--- config.mk ---
export PLATFORM = sky130hd
export DESIGN_NAME = regfile_write_arbiter_flat
export DESIGN_NICKNAME = d
export VERILOG_FILES = /design/src/rtl/regfile_write_arbiter_if.sv /design/src/rtl/regfile_write_arbiter.sv /design/src/flat_wrapper.sv
export SDC_FILE = /design/constraint.sdc
export NUM_CORES = 1
export LEC_CHECK = 0
export BUFFER_PORTS_ARGS = -buffer_cell sky130_fd_sc_hd__buf_2
export CAP_MARGIN = 5
export CORE_ASPECT_RATIO = 1.1
export CORE_MARGIN = 2
export CORE_UTILIZATION = 45
export CTS_CLUSTER_SIZE = 14
export DETAILED_ROUTE_END_ITERATION = 6
export GPL_ROUTABILITY_DRIVEN = 0
export HOLD_SLACK_MARGIN = 0.06
export MAX_ROUTING_LAYER = met4
export PLACE_DENSITY = 0.7
export SLEW_MARGIN = 20
export SYNTH_ARGS = -nofsm -noshare
export SYNTH_HDL_FRONTEND = slang
export SYNTH_SLANG_ARGS = --single-unit
--- constraint.sdc ---
create_clock -name clk_i -period 4.18 [get_ports clk_i]
set_input_delay 0.836 -clock clk_i [delete_from_list [all_inputs] [get_ports clk_i]]
set_output_delay 0.836 -clock clk_i [all_outputs]
set_load 0.01 [all_outputs]
--- src/rtl/regfile_write_arbiter_if.sv ---
// Handshake and write-port bundle between the WB stage / multi-cycle unit and the
// register-file write arbiter.
interface regfile_write_arbiter_if #(
    parameter int DATA_W = 32,
    parameter int ADDR_W = 5
);
    logic              wb_valid;
    logic [ADDR_W-1:0] wb_addr;
    logic [DATA_W-1:0] wb_data;
    logic              mc_valid;
    logic              mc_ready;
    logic [ADDR_W-1:0] mc_addr;
    logic [DATA_W-1:0] mc_data;
    logic [ADDR_W-1:0] rs_addr;
    logic [ADDR_W-1:0] rt_addr;
    logic              pend_hit;
    logic              stall_out;
    logic              rf_write;
    logic [ADDR_W-1:0] rf_waddr;
    logic [DATA_W-1:0] rf_din;

    modport slave (
        input  wb_valid, wb_addr, wb_data, mc_valid, mc_addr, mc_data, rs_addr, rt_addr,
        output mc_ready, pend_hit, stall_out, rf_write, rf_waddr, rf_din
    );

    modport master (
        output wb_valid, wb_addr, wb_data, mc_valid, mc_addr, mc_data, rs_addr, rt_addr,
        input  mc_ready, pend_hit, stall_out, rf_write, rf_waddr, rf_din
    );
endinterface

--- src/rtl/regfile_write_arbiter.sv ---
// Register-file write-port arbiter: WB has priority, multi-cycle results queue in a
// small FIFO and drain into idle cycles, with a starvation-driven forced freeze.
module regfile_write_arbiter #(
    parameter int DATA_W     = 32,
    parameter int ADDR_W     = 5,
    parameter int FIFO_DEPTH = 2,
    parameter int STARVE_MAX = 4
) (
    input  logic                   clk_i,
    input  logic                   rst_i,
    regfile_write_arbiter_if.slave bus
);
    localparam int PTR_W = (FIFO_DEPTH > 1) ? $clog2(FIFO_DEPTH) : 1;
    localparam int CNT_W = $clog2(FIFO_DEPTH + 1);
    localparam int STV_W = $clog2(STARVE_MAX + 1);

    logic [ADDR_W-1:0] fifo_addr_q [FIFO_DEPTH];
    logic [DATA_W-1:0] fifo_data_q [FIFO_DEPTH];
    logic [PTR_W-1:0]  wr_ptr_q, rd_ptr_q;
    logic [CNT_W-1:0]  count_q, count_d;
    logic [STV_W-1:0]  starve_q, starve_d;
    logic              rf_write_q;
    logic [ADDR_W-1:0] rf_waddr_q;
    logic [DATA_W-1:0] rf_din_q;

    logic              empty, full, stall, mc_ready;
    logic              grant_fifo, grant_wb, push, pop;
    logic              win_valid;
    logic [ADDR_W-1:0] win_addr;
    logic [DATA_W-1:0] win_data;
    logic [FIFO_DEPTH-1:0] entry_vld;
    logic              rs_hit, rt_hit;

    assign empty      = (count_q == '0);
    assign full       = (count_q == CNT_W'(FIFO_DEPTH));
    assign stall      = (starve_q == STV_W'(STARVE_MAX)) && !empty;
    assign grant_fifo = !empty && (stall || !bus.wb_valid);
    assign grant_wb   = !stall && bus.wb_valid;
    assign mc_ready   = !full && !rst_i;
    // $zero results complete the handshake but never occupy a slot
    assign push       = bus.mc_valid && mc_ready && (bus.mc_addr != '0);
    assign pop        = grant_fifo;

    always_comb begin
        win_valid = 1'b0;
        win_addr  = bus.wb_addr;
        win_data  = bus.wb_data;
        if (grant_fifo) begin
            win_valid = 1'b1;
            win_addr  = fifo_addr_q[rd_ptr_q];
            win_data  = fifo_data_q[rd_ptr_q];
        end else if (grant_wb) begin
            win_valid = 1'b1;
        end
    end

    always_comb begin
        count_d = count_q;
        if (push && !pop)
            count_d = count_q + CNT_W'(1);
        else if (!push && pop)
            count_d = count_q - CNT_W'(1);
    end

    always_comb begin
        starve_d = starve_q;
        if (empty || pop)
            starve_d = '0;
        else if (grant_wb && starve_q != STV_W'(STARVE_MAX))
            starve_d = starve_q + STV_W'(1);
    end

    // An entry is live when its distance from the read pointer is below the count
    for (genvar i = 0; i < FIFO_DEPTH; i++) begin : g_vld
        logic [PTR_W-1:0] offs;
        assign offs         = PTR_W'(i) - rd_ptr_q;
        assign entry_vld[i] = (CNT_W'(offs) < count_q);
    end

    always_comb begin
        rs_hit = rf_write_q && (rf_waddr_q == bus.rs_addr);
        rt_hit = rf_write_q && (rf_waddr_q == bus.rt_addr);
        for (int i = 0; i < FIFO_DEPTH; i++) begin
            if (entry_vld[i] && fifo_addr_q[i] == bus.rs_addr) rs_hit = 1'b1;
            if (entry_vld[i] && fifo_addr_q[i] == bus.rt_addr) rt_hit = 1'b1;
        end
        rs_hit = rs_hit && (bus.rs_addr != '0);
        rt_hit = rt_hit && (bus.rt_addr != '0);
    end

    always_ff @(posedge clk_i) begin
        if (push) begin
            fifo_addr_q[wr_ptr_q] <= bus.mc_addr;
            fifo_data_q[wr_ptr_q] <= bus.mc_data;
        end
    end

    always_ff @(posedge clk_i) begin
        if (rst_i) begin
            wr_ptr_q   <= '0;
            rd_ptr_q   <= '0;
            count_q    <= '0;
            starve_q   <= '0;
            rf_write_q <= 1'b0;
            rf_waddr_q <= '0;
            rf_din_q   <= '0;
        end else begin
            if (push) wr_ptr_q <= wr_ptr_q + PTR_W'(1);
            if (pop)  rd_ptr_q <= rd_ptr_q + PTR_W'(1);
            count_q  <= count_d;
            starve_q <= starve_d;
            if (win_valid) begin
                rf_write_q <= (win_addr != '0);
                rf_waddr_q <= win_addr;
                rf_din_q   <= win_data;
            end else begin
                rf_write_q <= 1'b0;
            end
        end
    end

    assign bus.mc_ready  = mc_ready;
    assign bus.stall_out = stall;
    assign bus.pend_hit  = rs_hit || rt_hit;
    assign bus.rf_write  = rf_write_q;
    assign bus.rf_waddr  = rf_waddr_q;
    assign bus.rf_din    = rf_din_q;
endmodule

--- src/flat_wrapper.sv ---
// flat-port wrapper written by rule: the top's interface ports become plain ports
module regfile_write_arbiter_flat 
#(
    parameter int DATA_W     = 32,
    parameter int ADDR_W     = 5,
    parameter int FIFO_DEPTH = 2,
    parameter int STARVE_MAX = 4
)
  (clk_i, rst_i, bus_wb_valid, bus_wb_addr, bus_wb_data, bus_mc_valid, bus_mc_addr, bus_mc_data, bus_rs_addr, bus_rt_addr, bus_mc_ready, bus_pend_hit, bus_stall_out, bus_rf_write, bus_rf_waddr, bus_rf_din);
  regfile_write_arbiter_if #(.DATA_W(DATA_W), .ADDR_W(ADDR_W)) bus_i ();
  input  logic clk_i;
  input  logic rst_i;
  input wire logic [$bits(bus_i.wb_valid)-1:0] bus_wb_valid;
  input wire logic [$bits(bus_i.wb_addr)-1:0] bus_wb_addr;
  input wire logic [$bits(bus_i.wb_data)-1:0] bus_wb_data;
  input wire logic [$bits(bus_i.mc_valid)-1:0] bus_mc_valid;
  input wire logic [$bits(bus_i.mc_addr)-1:0] bus_mc_addr;
  input wire logic [$bits(bus_i.mc_data)-1:0] bus_mc_data;
  input wire logic [$bits(bus_i.rs_addr)-1:0] bus_rs_addr;
  input wire logic [$bits(bus_i.rt_addr)-1:0] bus_rt_addr;
  output wire logic [$bits(bus_i.mc_ready)-1:0] bus_mc_ready;
  output wire logic [$bits(bus_i.pend_hit)-1:0] bus_pend_hit;
  output wire logic [$bits(bus_i.stall_out)-1:0] bus_stall_out;
  output wire logic [$bits(bus_i.rf_write)-1:0] bus_rf_write;
  output wire logic [$bits(bus_i.rf_waddr)-1:0] bus_rf_waddr;
  output wire logic [$bits(bus_i.rf_din)-1:0] bus_rf_din;
  assign bus_i.wb_valid = bus_wb_valid;
  assign bus_i.wb_addr = bus_wb_addr;
  assign bus_i.wb_data = bus_wb_data;
  assign bus_i.mc_valid = bus_mc_valid;
  assign bus_i.mc_addr = bus_mc_addr;
  assign bus_i.mc_data = bus_mc_data;
  assign bus_i.rs_addr = bus_rs_addr;
  assign bus_i.rt_addr = bus_rt_addr;
  assign bus_mc_ready = bus_i.mc_ready;
  assign bus_pend_hit = bus_i.pend_hit;
  assign bus_stall_out = bus_i.stall_out;
  assign bus_rf_write = bus_i.rf_write;
  assign bus_rf_waddr = bus_i.rf_waddr;
  assign bus_rf_din = bus_i.rf_din;
  regfile_write_arbiter #(.DATA_W(DATA_W), .ADDR_W(ADDR_W), .FIFO_DEPTH(FIFO_DEPTH), .STARVE_MAX(STARVE_MAX)) u_core (.clk_i(clk_i), .rst_i(rst_i), .bus(bus_i));
endmodule
* Word level (Yosys, flattened, before mapping)
Memories as Yosys holds them, arrays and structs flattened. A register that Yosys moved wholly into a read port is not among the register bits.
Index checks and enable logic that the tools add are counted.
** Word-level totals
- Bits in writable memories :: 74
- Flip-flop bits (word level) :: 45
- Logic and storage cells :: 79
- Memories kept :: 2
** Operators by class
- Reduce and logical (&&, ||, !) cells :: 35
- Bitwise logic cells :: 1
- Multiplexer cells :: 16
- Equal/unequal tests :: 9
- Order comparisons :: 2
- Add/subtract/negate cells :: 7
** Memory list
- u_core.fifo_data_q :: depth 2, width 32, rd ports 1, clocked after Yosys merged registers in 1, wr ports 1, RTL line regfile_write_arbiter.sv:18 : logic [DATA_W-1:0] fifo_data_q [FIFO_DEPTH];
- u_core.fifo_addr_q :: depth 2, width 5, rd ports 3, clocked after Yosys merged registers in 1, wr ports 1, RTL line regfile_write_arbiter.sv:17 : logic [ADDR_W-1:0] fifo_addr_q [FIFO_DEPTH];
** Operators by type and width (number)
- 32-bit two-way mux :: 1
- 5-bit == test :: 6
- 5-bit nonzero test :: 4
- 1-bit logical AND :: 17
- 1-bit two-way mux :: 12
- 1-bit zero test :: 7
- 5-bit two-way mux :: 1
- 1-bit by 2-bit less-than comparator with 1-bit output :: 2
- 2-bit two-way mux :: 2
- 2-bit OR reduction :: 2
- 3-bit by 1-bit adder with 3-bit output (second input constant) :: 1
- 3-bit == test (second input constant) :: 1
- 1-bit logical OR :: 3
- 3-bit inequality test (second input constant) :: 1
- 1-bit adder (second input constant) :: 2
- 2-bit by 1-bit adder with 2-bit output (second input constant) :: 1
- 2-bit == test (second input constant) :: 1
- 2-bit zero test :: 1
- 2-bit nonzero test :: 1
- 1-bit subtractor (first input constant) :: 2
- 2-bit by 1-bit subtractor with 2-bit output (second input constant) :: 1
- 1-bit inverter :: 1

* Logic depth before layout (Yosys ltp)
- Depth after elaboration :: 9
- Depth in mapped cells :: 11

* Worst setup path before layout
OpenSTA, ideal clock, no wires.
- Kind :: input-to-reg
- Start :: input port rst_i
- End :: memory u_core.fifo_addr_q[0][0], enable pin
- Buffers on the path :: 1
- Library setup time :: 436 ps
- Arrival time :: 3239 ps
- Stages :: 4
- Path slack :: 505 ps
- Cells stage by stage :: clkbuf_1 a21oi_1 o211a_1 nor2b_1
** On the way
- Cells in the longest elaborated chain, start to end :: 6
** Ends and longest elaborated chain
- start: declaration :: RTL line flat_wrapper.sv:12 : input logic rst_i;
- 1-bit zero test :: RTL line regfile_write_arbiter.sv:39 : assign mc_ready = !full && !rst_i;
- 1-bit logical AND :: RTL line regfile_write_arbiter.sv:39
- named net bus_mc_ready :: RTL line flat_wrapper.sv:21 : output wire logic [$bits(bus_i.mc_ready)-1:0] bus_mc_ready;
- 1-bit logical AND (2 in series) :: RTL line regfile_write_arbiter.sv:41 : assign push = bus.mc_valid && mc_ready && (bus.mc_addr != '0);
- 1-bit two-way mux :: RTL line regfile_write_arbiter.sv:92 : if (push) begin
- 1-bit two-way mux (not written as such) :: RTL line regfile_write_arbiter.sv:93 : fifo_addr_q[wr_ptr_q] <= bus.mc_addr;
- end: declaration :: RTL line regfile_write_arbiter.sv:17
The timed path passes the listed nets, and every way through them passes these cells.

* Worst setup path in the final report
- Start :: input port bus_rt_addr[4]
- End :: output port bus_pend_hit
** On the way
- Cells in the longest elaborated chain, start to end :: 6
- Elaborated cells on any way between the ends :: 11
** Ends and longest elaborated chain
- start: declaration :: RTL line flat_wrapper.sv:20 : input wire logic [$bits(bus_i.rt_addr)-1:0] bus_rt_addr;
- 5-bit == test, on equally long branches :: RTL line regfile_write_arbiter.sv:82, regfile_write_arbiter.sv:85
- 1-bit logical AND, on equally long branches :: RTL line regfile_write_arbiter.sv:82, regfile_write_arbiter.sv:85
- 1-bit two-way mux (2 in series) :: RTL line regfile_write_arbiter.sv:85 : if (entry_vld[i] && fifo_addr_q[i] == bus.rt_addr) rt_hit = 1'b1;
- 1-bit logical AND * :: RTL line regfile_write_arbiter.sv:88 : rt_hit = rt_hit && (bus.rt_addr != '0);
- 1-bit logical OR * :: RTL line regfile_write_arbiter.sv:124 : assign bus.pend_hit = rs_hit || rt_hit;
- end: declaration :: RTL line flat_wrapper.sv:22 : output wire logic [$bits(bus_i.pend_hit)-1:0] bus_pend_hit;
Every way passes the cells marked *; elsewhere a longest branch is shown, timed or not.

==> run_results.csv <==
group,metric,value,unit
clock_tree,clk_pin_slew,0.05,ns
sta,max_freq,332,MHz
critical_path,rr_worst_depth,4,
finish,final_cell_count_no_fill,711,
global_route,use_met1,0.211,
floorplan,row_count,40,
sta,hold_viol_final,0,
critical_path,path_cells,"buf_2, xor2_1, or4_1, nor3_1, o22ai_1, o211ai_1, buf_2",
sta,postLayoutSetupSlackWorst,1.16,ns
global_route,grt_antenna_before_repair,0,
finish,drive_gt1_frac,0.300,
sta,fin_crit,3.02,ns
finish,stdcell_area,6300,um^2
sta,slew_headroom,0.364,
critical_path,crit_end,"bus_pend_hit",
global_route,use_met3,0.0512,
detailed_routing,wl,10500,um
placed_design,place_area,5710,um^2
global_route,grt_busiest_layer,"met2",
critical_path,timing.critical_path.from,"bus_rt_addr[4]",
finish,nets,642,
critical_path,path_max_fanout,4,
placed_design,dp_cells,678,
clock_tree,cts_sinks,120,
detailed_routing,vias,3558,
synthesis,synth_nets,513,
placed_design,dpl_worst_slack,1.17,ns
global_route,grt_start_max_net_pins,77,
synthesis,ys_async_sr_fraction,0,
global_route,overflow,0,
sta,final_max_slew_viol_count,0,
sta,finalSetupViolations,0,
floorplan,die_area,11900,um^2
finish,final_common_cell,"buf_2",
synthesis,ys_types,35,
critical_path,rrSetupSlack,1.92,ns
power,vdd_drop_max,0.000238,V
global_route,grt_pass1_vias,3429,
power,p_leak,2.38,nW
hold_path,worstHoldPathCells,2,
critical_path,worstSetupPathType,"input port to output port",
job,max_cap_viol_count,0,
synthesis,syn_inst,422,
clock_tree,postCtsHoldBufs,0,
critical_path,cp.required,3.34,ns
clock_tree,cts_max_level,4,
power,power.total,0.00385,W
sta,final.setup.tns,0,ns
synthesis,ys.flop_type,"edfxtp_1",
global_route,gr-usage-met2,0.306,
floorplan,start_util,0.458,
synthesis,ys_seq_area_frac,0.634,
detailed_routing,wl_per_cell,14.7,um
synthesis,ys_ff_latch,120,
detailed_routing,drt_iter0_drc,127,
clock_tree,cts_resized,0,
critical_path,critical-path-max-stage-delay,0.53,ns
critical_path,cp-start-kind,"input port",
floorplan,ioPinCount,129,
run_status,status,"finished, final reports clean",
critical_path,r2r_start,"u_core.count_q[0]",
placed_design,dp_hpwl,6950,um
synthesis,ys_warn_count,0,
detailed_routing,ant_nets,0,
sta,rsz0062_at_grt,"no",
finish,layout.cells.most_common_list,"buf_2, nand2_1, edfxtp_1",
sta,period_share,0.722,
critical_path,crit_slowest_cell,"or4_1",
global_route,grt_pass1_wl,16400,um
clock_tree,clock_latency,0.41,ns
synthesis,avgSynthCellArea,11.7,um^2
detailed_routing,drc_errors,0,
sta,fin_worst_skew,0.00945,ns
clock_tree,cts_root_buffer,"clkbuf_16",
clock_tree,clk_path_buf_depth,2,
floorplan,core_area,10800,um^2
critical_path,cp.arrival,2.18,ns
sta,tightest_slew,0.954,ns
floorplan,dieHeight,114,um
clock_tree,cts_tree,"yes",
critical_path,timing.rr.end,"u_core.fifo_addr_q[1][1]",
clock_tree,cts_buffers,17,
finish,antennaDiodeCount,0,
finish,area_delta_synth_final,27.2,%
global_route,track_usage,0.186,
clock_tree,cts_setup_buffers,0,
synthesis,syn-cell-area,4960,um^2
floorplan,die_w,104,um
power,powerDensity,611,nW/um^2
hold_path,hp-class,"flop to flop",
synthesis,synth_edf_count,74,
critical_path,critPathMostFrequentCell,"buf_2",
critical_path,end_kind,"output port",
detailed_routing,dr.pass1.iters,4,
placed_design,port_buffers,128,
detailed_routing,vias_per_cell,5.00,
## sequential cells by signal, summed over array words and instances, names as in the netlist, named ones only
signal and count:
u_core.rd_ptr_q 1, u_core.fifo_data_q 64, u_core.starve_q 3, u_core.wr_ptr_q 1
u_core.count_q 2, u_core.bus.rf_waddr 5, u_core.fifo_addr_q 10, u_core.bus.rf_din 32
u_core.bus.rf_write 1
## synthesized netlist by cell type, types with 2 or more instances
cell type,count,area (um^2)
or3_1,2,12.5
inv_1,5,18.8
nand2_1,79,297
xnor2_1,27,236
buf_4,3,22.5
xor2_1,8,70.1
a21oi_1,3,15.0
ha_1,3,37.5
nor3_1,5,25.0
nor2b_1,2,12.5
clkbuf_1,8,30.0
mux2i_1,37,370
nor2_1,10,37.5
o22ai_1,2,12.5
nand4_1,4,25.0
edfxtp_1,74,2220
o21ai_1,6,30.0
dfxtp_1,46,921
a21oi_2,2,17.5
or4_1,4,30.0
buf_2,10,50.1
o21ai_0,69,345
## worst min path at each step
stage / startpoint / to
2_1_floorplan: u_core.starve_q[0] / u_core.starve_q[0]
6_report: u_core.bus.rf_din[4] / u_core.bus.rf_din[4]
3_3_place_gp: u_core.starve_q[0] / u_core.starve_q[0]
4_1_cts: u_core.bus.rf_din[4] / u_core.bus.rf_din[4]
5_1_grt: u_core.starve_q[0] / u_core.starve_q[0]
3_5_place_dp: u_core.bus.rf_din[25] / u_core.bus.rf_din[25]
## layer usage
layer / up-vias / share of wire
met1: 1661 / 0.43
met2: 114 / 0.49
met4: 0 / 0.030
met5: - / 0
li1: 1755 / -
met3: 28 / 0.051
## logic make-up after synthesis
logic type	count (synthesis)	share of synthesized area
buffers and inverters	27	0.0268
XOR/XNOR	35	0.0619
adder cells (fa/ha/maj)	3	0.00757
AO/OA/AOI/OAI	87	0.0934
multiplexers	38	0.0770
AND/OR/NAND/NOR	112	0.0992
flip-flops	120	0.634
## power breakdown
part / internal, W / switching, W / leakage, nW / total, W
sequential: 0.00147 / 0.000201 / 1.06 / 0.00167
clock: 0.000866 / 0.000509 / 0.279 / 0.00138
combinational: 0.000368 / 0.000439 / 1.04 / 0.000807
## through the flow
| stage | hold WS (ns) | util |
|---|---|---|
| finish | 0.441 | 0.583 |
| CTS | 0.446 | 0.581 |
| global placement | 0.425 | 0.528 |
| detailed placement | 0.437 | 0.528 |
| global route | 0.465 | 0.583 |
| floorplan | 0.417 | - |
## area by class of cell
type,count,area [um^2]
Inverter,5,18.8
Tap cell,147,184
Clock buffer,21,472
Timing Repair Buffer,132,691
Sequential cell,120,3150
Multi-Input combinational cell,275,1700
Clock inverter,11,95.1
Fill cell,927,4510
## worst max-delay path, delay by kind of cell
family / cells / cell delay [ns]
xor+xnor: 1 / 0.14
simple gates: 2 / 0.73
buf+inv: 2 / 0.28
compound gates: 2 / 0.20
Note: power is estimated with default switching activity, not from simulation.
